[src/rtl/clk_gate_ctrl.sv]
// rtl/clk_gate_ctrl.sv - shared gated-clock enable controller with wake settle and idle hysteresis
module clk_gate_ctrl #(
  parameter int N_REQ    = 4,
  parameter int WAKE_CYC = 2,
  parameter int IDLE_CYC = 4,
  parameter int CNT_W    = 4
) (
  input  logic             clk,
  input  logic             rst,
  input  logic [N_REQ-1:0] req,
  input  logic             force_on,
  output logic             gate_en,
  output logic [N_REQ-1:0] ack,
  output logic             busy,
  output logic [7:0]       wake_count
);

  typedef enum logic [1:0] {
    ST_OFF  = 2'd0,
    ST_WAKE = 2'd1,
    ST_ON   = 2'd2,
    ST_HOLD = 2'd3
  } state_t;

  localparam logic [CNT_W-1:0] WAKE_LOAD = CNT_W'(WAKE_CYC - 1);
  localparam logic [CNT_W-1:0] IDLE_LOAD = CNT_W'(IDLE_CYC - 1);
  localparam logic [CNT_W-1:0] CNT_ONE   = CNT_W'(1);

  state_t             state_q, state_d;
  logic [CNT_W-1:0]   cnt_q, cnt_d;
  logic               gate_en_q, gate_en_d;
  logic [N_REQ-1:0]   ack_q, ack_d;
  logic               busy_q, busy_d;
  logic [7:0]         wake_count_q, wake_count_d;
  logic               any_req;

  // force_on keeps the buffer alive like a request but never earns an ack bit
  assign any_req = (|req) | force_on;

  // Next-state and registered-output computation; ack only ever mirrors req from ON
  always_comb begin
    state_d      = state_q;
    cnt_d        = cnt_q;
    gate_en_d    = gate_en_q;
    ack_d        = ack_q;
    wake_count_d = wake_count_q;
    case (state_q)
      ST_OFF: begin
        gate_en_d = 1'b0;
        ack_d     = '0;
        if (any_req) begin
          state_d   = ST_WAKE;
          gate_en_d = 1'b1;
          cnt_d     = WAKE_LOAD;
          if (wake_count_q != 8'd255) begin
            wake_count_d = wake_count_q + 8'd1;
          end
        end
      end
      ST_WAKE: begin
        gate_en_d = 1'b1;
        ack_d     = '0;
        // Settle time is fixed once started; request churn does not restart it
        if (cnt_q != '0) begin
          cnt_d = cnt_q - CNT_ONE;
        end else if (any_req) begin
          state_d = ST_ON;
          ack_d   = req;
        end else begin
          state_d = ST_HOLD;
          cnt_d   = IDLE_LOAD;
        end
      end
      ST_ON: begin
        gate_en_d = 1'b1;
        if (any_req) begin
          ack_d = req;
        end else begin
          state_d = ST_HOLD;
          ack_d   = '0;
          cnt_d   = IDLE_LOAD;
        end
      end
      ST_HOLD: begin
        gate_en_d = 1'b1;
        ack_d     = '0;
        // Clock is still running here, so a new request skips the wake delay
        if (any_req) begin
          state_d = ST_ON;
          ack_d   = req;
        end else if (cnt_q == '0) begin
          state_d   = ST_OFF;
          gate_en_d = 1'b0;
        end else begin
          cnt_d = cnt_q - CNT_ONE;
        end
      end
      default: begin
        state_d   = ST_OFF;
        gate_en_d = 1'b0;
        ack_d     = '0;
        cnt_d     = '0;
      end
    endcase
    busy_d = (state_d != ST_OFF);
  end

  // State and output registers; reset wins over every other input
  always_ff @(posedge clk) begin
    if (rst) begin
      state_q      <= ST_OFF;
      cnt_q        <= '0;
      gate_en_q    <= 1'b0;
      ack_q        <= '0;
      busy_q       <= 1'b0;
      wake_count_q <= 8'd0;
    end else begin
      state_q      <= state_d;
      cnt_q        <= cnt_d;
      gate_en_q    <= gate_en_d;
      ack_q        <= ack_d;
      busy_q       <= busy_d;
      wake_count_q <= wake_count_d;
    end
  end

  assign gate_en    = gate_en_q;
  assign ack        = ack_q;
  assign busy       = busy_q;
  assign wake_count = wake_count_q;

endmodule

[config.mk]
export PLATFORM = sky130hd
export DESIGN_NAME = clk_gate_ctrl
export DESIGN_NICKNAME = d
export VERILOG_FILES = /design/src/rtl/clk_gate_ctrl.sv
export SDC_FILE = /design/constraint.sdc
export NUM_CORES = 1
export LEC_CHECK = 0
export ABC_AREA = 1
export CAP_MARGIN = 40
export CORE_UTILIZATION = 45
export DETAILED_ROUTE_END_ITERATION = 6
export GPL_TIMING_DRIVEN = 0
export PLACE_DENSITY = 0.73
export SETUP_SLACK_MARGIN = 0.5
export SLEW_MARGIN = 20
export SYNTH_ARGS = -nofsm -noshare
export SYNTH_HDL_FRONTEND = slang
export SYNTH_SLANG_ARGS = --single-unit
export TNS_END_PERCENT = 50
[constraint.sdc]
create_clock -name clk -period 1.5 [get_ports clk]
set_clock_uncertainty 0.1 [all_clocks]
set_input_delay 0.3 -clock clk [delete_from_list [all_inputs] [get_ports clk]]
set_output_delay 0.3 -clock clk [all_outputs]
set_load 0.01 [all_outputs]
==> results.py, run 1 <==
metrics = {
    "floorplan": {
        "start_util_pct": 48.45,
        "die_h_um": 53.88,
        "die_w_um": 53.88,
        "io_pins": 21,
        "core_sq_mm": 0.002500,
        "die-area_sq_mm": 0.002903,
        "rows": 18,
    },
    "grt": {
        "grt_remaining_overflow": 0,
        "grt_max_degree": 12,
        "antenna_found_initial": 0,
        "grt_pass1_vias": 1148,
        "grt_pass1_wl_um": 4843,
        "track_usage_pct": 23.24,
    },
    "synth": {
        "async_flop_share_pct": 0,
        "yosysTopAreaCell": "dfxtp_1",
        "synth_warnings": 0,
        "synth_commonest_cells": "48 x nand2_1, 20 x dfxtp_1, 14 x inv_1, 14 x nand3_1, 14 x nor2_1",
        "synth-simple-area-share_pct": 40.29,
        "muxShareOfSynthArea_pct": 0,
        "synth-xor-area-share_pct": 3.616,
        "syn_nets": 182,
        "synthAdderAreaFrac_pct": 6.198,
        "synth_top_area_share_pct": 33.06,
        "synth_area_leaders": "dfxtp_1 33%, nand2_1 15%, ha_1 6.2%",
        "synth.lib_cells_used.distinct": 29,
        "postSynthCellCount": 169,
        "yosysMostFrequentCell": "nand2_1",
        "synth_top_family_by_area": "simple AND/OR/NAND/NOR gates",
        "synth_compound_area_share_pct": 10.12,
        "ys.flop_type": "dfxtp_1",
        "synth_area_sq_mm": 0.001211,
        "ys_ff_latch": 20,
        "yosysSeqAreaShare_pct": 33.06,
        "syn_area_per_cell_sq_um": 7.167,
        "synth_edf_count": 0,
    },
    "cts": {
        "cts_buffer_depth": 2,
        "clk_pin_slew_ps": 120,
        "cts_inserted_buffers": 3,
        "clk_latency_ps": 300,
        "cts_root_buf": "clkbuf_4",
        "clock-sinks": 20,
        "tritoncts": "yes",
        "ctsHtreeMaxLevel": 1,
        "cts-hold-fix-buffers": 0,
    },
    "pwr": {
        "seq_power_share_pct": 41.2,
        "vdd.ir_drop.worst_uv": 588.5,
        "p_int_w": 0.0009470,
        "p_leak_nw": 0.8512,
        "p_per_area_mw_per_mm2": 795.9,
        "p_sw_w": 0.0005507,
        "switching_share_pct": 36.77,
        "clkPwrFrac_pct": 18.0,
        "combinationalPowerShare_pct": 40.8,
    },
    "detailed_routing": {
        "avgRoutedWirePerCell_um": 13.45,
        "vias": 1299,
        "route.detailed.drc": 0,
        "vias_per_cell": 5.302,
        "wl_um": 3295,
        "drt-initial-drc-count": 19,
        "drt_pass1_iterations": 4,
        "final_antenna_net_count": 0,
    },
    "layout": {
        "n_fill_cell": 184,
        "drive_above_1_share_pct": 51.63,
        "nets": 229,
        "synthToLayoutAreaGrowth_pct": 55.37,
        "n_antenna_cell": 0,
    },
    "timing": {
        "rsz0062_at_grt": "true",
        "final.period_utilization_pct": 94.62,
        "maxSlewViolCount": 0,
        "max_slew_margin_pct": 79.09,
        "max_slew.worst_pin.slew_ps": 312.4,
        "fin_setup_tns_ps": 0,
        "fin_crit_ps": 1419,
        "fmax_mhz": 704.6,
        "hold_viol": 0,
        "finalSetupViolCount": 0,
        "worst_slack_ps": 80.77,
    },
    "worst_setup_path": {
        "reg2reg_to": "busy$_SDFF_PP0_",
        "critPathRequiredTime_ps": 1600,
        "worstPathArrival_ps": 1520,
        "crit_path_max_fanout": 5,
        "endpoint": "busy$_SDFF_PP0_",
        "reg2reg_slack_ps": 80,
        "worstSetupEndpointType": "flop",
        "ff2ff_path_depth": 8,
        "startpoint_type": "flop",
        "crit_type": "reg -> reg",
        "critPathLaunch": "cnt_q[1]$_SDFFE_PP0P_",
        "rr_startpoint": "cnt_q[1]$_SDFFE_PP0P_",
    },
    "placed_design": {
        "place_hpwl_um": 2108,
        "portBuffers": 20,
        "gp_congestion": 0.8175,
        "place_ws_ps": -359.0,
    },
    "job": {
        "maxCapViolations": 0,
    },
    "status": {
        "outcome": "finished clean",
    },
    "worst_hold_path": {
        "hp-class": "in -> reg",
    },
}
[worst min-delay path by stage]
stage | from | to | slack, ps | depth (start not counted)
2_1_floorplan | req[0] | ack[0]$_SDFF_PP0_ | 330 | 2
3_3_place_gp | cnt_q[1]$_SDFFE_PP0P_ | cnt_q[1]$_SDFFE_PP0P_ | 370 | 2
3_5_place_dp | cnt_q[1]$_SDFFE_PP0P_ | cnt_q[1]$_SDFFE_PP0P_ | 390 | 2
4_1_cts | req[0] | ack[0]$_SDFF_PP0_ | 270 | 3
5_1_grt | req[1] | ack[1]$_SDFF_PP0_ | 190 | 3
6_report | req[1] | ack[1]$_SDFF_PP0_ | 200 | 3
[kinds of logic (layout without fill, tap and decap cells)]
kind of cell,after synthesis,count (layout)
AND/OR/NAND/NOR,98,99
adder cells (fa/ha/maj),6,6
XOR/XNOR,5,5
buffers and inverters,20,65
AO/OA/AOI/OAI,20,20
flip-flops,20,20
[critical path, stage by stage (launching register included)]
cell and delay, ps:
dfxtp_2 380, inv_2 60, ha_4 170, nand2_4 90, clkinv_4 70, o21ai_2 120, nand3_1 110, a21oi_2 170
nand2_1 60
[cells in the final DEF, fill, tap and decap left out, types with 4 or more instances in the layout]
| master | count |
|---|---|
| a21oi_1 | 6 |
| a21oi_2 | 6 |
| buf_4 | 21 |
| buf_6 | 11 |
| dfxtp_1 | 4 |
| dfxtp_2 | 8 |
| dfxtp_4 | 8 |
| dlygate4sd2_1 | 4 |
| ha_4 | 4 |
| inv_1 | 7 |
| inv_2 | 6 |
| nand2_1 | 43 |
| nand2_2 | 5 |
| nand2_4 | 6 |
| nand3_1 | 10 |
| nand3_2 | 4 |
| nor2_1 | 14 |
| nor2_4 | 10 |
[stage by stage]
stage | std cells | util [%] | area, sq um | hold WS [ps] | total power, W
floorplan | 169 | - | 1305 | 326.4 | 0.0009363
global placement | 219 | 61.71 | 1543 | 374.2 | 0.001060
detailed placement | 219 | 61.71 | 1543 | 391.2 | 0.001080
CTS | 236 | 68.97 | 1724 | 274.8 | 0.001400
global route | 245 | 75.28 | 1882 | 194.2 | 0.001583
finish | 245 | 75.28 | 1882 | 200.7 | 0.001498
[final cells by class]
cell class                 instances  area (sq um)  share of cell area, %
multi-input combinational        130         918.4                  48.80
sequential                        20         440.4                  23.40
timing repair buffer              41         354.1                  18.82
inverter                          18         85.08                  4.521
tap                               30         37.54                  1.995
clock buffer                       3         22.52                  1.197
buffer                             2         20.02                  1.064
clock inverter                     1         3.754                 0.1995
[routing by layer]
layer / routed length, um / vias up / share of wire (%) / track usage, %
li1: - / 641 / - / -
met1: 1422 / 617 / 43 / 27.55
met5: 0 / - / 0 / 0
met4: 51 / 0 / 1.5 / 12.72
met2: 1721 / 36 / 52 / 40.95
met3: 99 / 5 / 3.0 / 1.695
[flip-flops by register name, indices dropped and copies added (netlist names)]
name,count
state_q,2
wake_count,8
cnt_q,4
gate_en,1
ack,4
busy,1
[power by group through the flow]
stage | Combinational [W] | Clock (W) | Sequential, W
2_1_floorplan | 0.000302 | 0 | 0.000634
5_1_grt | 0.000660 | 0.000299 | 0.000624
3_5_place_dp | 0.000451 | 0 | 0.000629
6_report | 0.000611 | 0.000269 | 0.000618
4_1_cts | 0.000514 | 0.000274 | 0.000612
3_3_place_gp | 0.000435 | 0 | 0.000625
[timing repair]
action / in CTS / in global routing
cloned: 0 / 1
setup buffers: 13 / 8
endpoints found under the setup margin: 34 / 34
pin swaps: 12 / 19
resized for setup: 89 / 30
(Power assumes the default switching activity.)
==> inputs of run 2 (changes only) <==
- ABC_AREA: 1 -> unset
- PLACE_DENSITY: 0.73 -> 0.74
- TNS_END_PERCENT: 50 -> unset
==> results.py, run 2 <==
metrics = {
    "placed_design": {
        "portBuffers": 20,
        "gp_congestion": 0.9074,
        "dpl_cell_area_sq_mm": 0.001433,
        "place_hpwl_um": 1945,
    },
    "synth": {
        "synth-simple-area-share_pct": 21.22,
        "synth_compound_area_share_pct": 26.44,
        "synthAdderAreaFrac_pct": 6.667,
        "muxShareOfSynthArea_pct": 1.778,
        "synth_commonest_cells": "20 x dfxtp_1, 14 x inv_1, 13 x nor2_1",
        "yosysSeqAreaShare_pct": 35.56,
        "async_flop_share_pct": 0,
        "yosysTopAreaCell": "dfxtp_1",
        "synth_edf_count": 0,
        "synth_area_leaders": "dfxtp_1 36%, ha_1 6.7%, inv_1 4.7%",
        "yosysMostFrequentCell": "dfxtp_1",
        "synth.lib_cells_used.distinct": 43,
        "synth_top_family_by_area": "compound AO/OA/AOI/OAI gates",
        "ys.flop_type": "dfxtp_1",
        "syn_nets": 149,
        "synth-xor-area-share_pct": 2.333,
        "synth_warnings": 0,
        "syn_area_per_cell_sq_um": 8.280,
        "synth_area_sq_mm": 0.001126,
        "postSynthCellCount": 136,
        "synth_top_area_share_pct": 35.56,
        "ys_ff_latch": 20,
    },
    "layout": {
        "nets": 209,
        "largest_register_ffs": 8,
        "n_fill_cell": 112,
        "final_common_cell": "buf_4",
        "n_antenna_cell": 0,
        "drive_above_1_share_pct": 61.03,
        "synthToLayoutAreaGrowth_pct": 77.33,
        "final_cell_area_sq_mm": 0.001997,
        "final_cell_mix": "23 x buf_4, 21 x buf_6, 12 x nor2_1, 10 x dfxtp_2, 9 x inv_1",
    },
    "floorplan": {
        "rows": 17,
        "die_h_um": 52.03,
        "die-area_sq_mm": 0.002707,
        "core_sq_mm": 0.002276,
        "die_w_um": 52.03,
        "io_pins": 21,
        "start_util_pct": 49.48,
    },
    "worst_setup_path": {
        "critPathRequiredTime_ps": 1600,
        "ff2ff_path_depth": 9,
        "startpoint_type": "flop",
        "worstPathArrival_ps": 2100,
        "crit_type": "reg -> reg",
        "reg2reg_to": "cnt_q[1]$_SDFFE_PP0P_",
        "worstSetupEndpointType": "flop",
        "crit_path_max_fanout": 3,
        "rr_startpoint": "cnt_q[0]$_SDFFE_PP0P_",
        "cpMaxStageDelayCell": "or3b_4",
        "reg2reg_slack_ps": -500,
        "timing.critical_path.cells": "inv_2, ha_4, or3b_4, buf_8, buf_6, nand2_2, o21ai_2, a222oi_1, o22ai_1",
        "slowest_delay_ps": 380,
    },
    "job": {
        "maxCapViolations": 0,
    },
    "timing": {
        "finalSetupViolCount": 20,
        "final.period_utilization_pct": 133.4,
        "fin_crit_ps": 2001,
        "fmax_mhz": 499.8,
        "max_slew_margin_pct": 62.50,
        "max_slew.worst_pin.slew_ps": 562.6,
        "worst_slack_ps": -500.7,
        "maxSlewViolCount": 0,
        "rsz0062_at_grt": "true",
        "hold_viol": 0,
    },
    "worst_hold_path": {
        "hold_start": "req[1]",
        "hp-class": "in -> reg",
        "hold_depth": 2,
        "whs_endpoint": "ack[1]$_SDFF_PP0_",
    },
    "cts": {
        "cts_buffer_depth": 2,
        "cts_root_buf": "clkbuf_4",
        "tritoncts": "yes",
        "clk_latency_ps": 320,
        "cts_inserted_buffers": 3,
        "ctsHtreeMaxLevel": 1,
        "clock-sinks": 20,
        "clk_pin_slew_ps": 130,
    },
    "pwr": {
        "p_leak_nw": 0.8032,
        "vdd.ir_drop.worst_uv": 1528,
        "p_total_w": 0.003497,
        "p_per_area_mw_per_mm2": 1751,
    },
    "grt": {
        "antenna_found_initial": 0,
        "grt_pass1_wl_um": 6044,
        "grt_max_degree": 12,
        "track_usage_pct": 30.19,
        "grt_pass1_vias": 1287,
        "grt_remaining_overflow": 0,
    },
    "detailed_routing": {
        "route.detailed.drc": 0,
        "met2_wirelength_um": 2373,
        "wl_um": 4858,
        "final_antenna_net_count": 0,
        "route.met3.wl_um": 443,
        "m1WireLength_um": 1783,
        "highest_layer": "met4",
        "vias_per_cell": 6.377,
        "drt_pass1_iterations": 6,
        "drt-initial-drc-count": 80,
        "avgRoutedWirePerCell_um": 21.78,
        "vias": 1422,
    },
    "status": {
        "violations": "negative setup slack",
        "outcome": "finished, violations left",
    },
}
[run 2: cell type report]
| type | count | area [sq um] | area share, % |
|---|---|---|---|
| multi-input cells | 98 | 913.4 | 45.74 |
| repair buffers | 55 | 501.7 | 25.13 |
| flip-flops and latches | 20 | 424.2 | 21.24 |
| inverters | 14 | 57.56 | 2.882 |
| clock buffers | 4 | 36.28 | 1.817 |
| well taps | 28 | 35.03 | 1.754 |
| plain buffers | 4 | 28.78 | 1.441 |
[run 2: stage by stage]
stage	util, %	hold slack, ps	cells	setup slack [ps]	setup TNS (ps)
2_1_floorplan	-	277.1	136	-492.7	-3522
3_3_place_gp	62.95	385.0	184	-1108	-14660
3_5_place_dp	62.95	395.0	184	-1127	-14890
4_1_cts	79.55	101.3	214	-410.0	-4081
5_1_grt	87.74	123.4	223	-562.6	-5980
6_report	87.74	115.8	223	-500.7	-5201
[run 2: how the worst max path moves through the flow]
stage	end	slack, ps	startpoint	cells past startpoint
4_1_cts	cnt_q[2]$_SDFFE_PP0P_	-410	cnt_q[0]$_SDFFE_PP0P_	7
5_1_grt	cnt_q[1]$_SDFFE_PP0P_	-560	cnt_q[0]$_SDFFE_PP0P_	9
2_1_floorplan	cnt_q[2]$_SDFFE_PP0P_	-490	req[2]	5
3_3_place_gp	cnt_q[2]$_SDFFE_PP0P_	-1110	req[2]	6
3_5_place_dp	cnt_q[2]$_SDFFE_PP0P_	-1130	req[2]	6
6_report	cnt_q[1]$_SDFFE_PP0P_	-500	cnt_q[0]$_SDFFE_PP0P_	9
[run 2: worst max-delay path: cells and delay by family, from the launching register on]
kind | cells | cell delay (ps)
AOI/OAI and AO/OA | 3 | 510
adders and majority gates | 1 | 150
buffers and inverters | 3 | 330
DFF | 1 | 340
and+or+nand+nor | 2 | 440
[run 2: where the power goes]
group | switching, W | internal (W) | total, W | leakage (nW)
Sequential | 0.000105 | 0.000662 | 0.000767 | 0.169
Clock | 0.000189 | 0.000149 | 0.000337 | 0.0210
Combinational | 0.00119 | 0.00120 | 0.00239 | 0.613
[run 2: logic make-up after synthesis]
family                     count (synthesis)
adders and majority gates                  6
AOI/OAI and AO/OA                         41
DFF                                       20
xor gates and xnor gates                   3
muxes                                      2
buffers and inverters                     18
and+or+nand+nor                           46
[run 2: repair_timing]
| item | in CTS | in global routing |
|---|---|---|
| resized for setup | 129 | 29 |
| endpoints found under the setup margin | 34 | 34 |
| hold buffers | 0 | 0 |
| hold endpoints to repair | 0 | 0 |
| setup buffers | 26 | 9 |
| pin swaps | 18 | 10 |
[run 2: routing by layer]
metal	GRT usage (%)	vias to the layer above
li1	-	622
met3	6.140	31
met4	8.559	0
met2	52.35	101
met5	0	-
met1	37.21	668
==> inputs of run 3 (changes only) <==
- CAP_MARGIN: 40 -> 30
- SLEW_MARGIN: 20 -> 10
==> results of run 3 <==
Same layout as run 2: the final DEF is identical, and so are final timing and power.
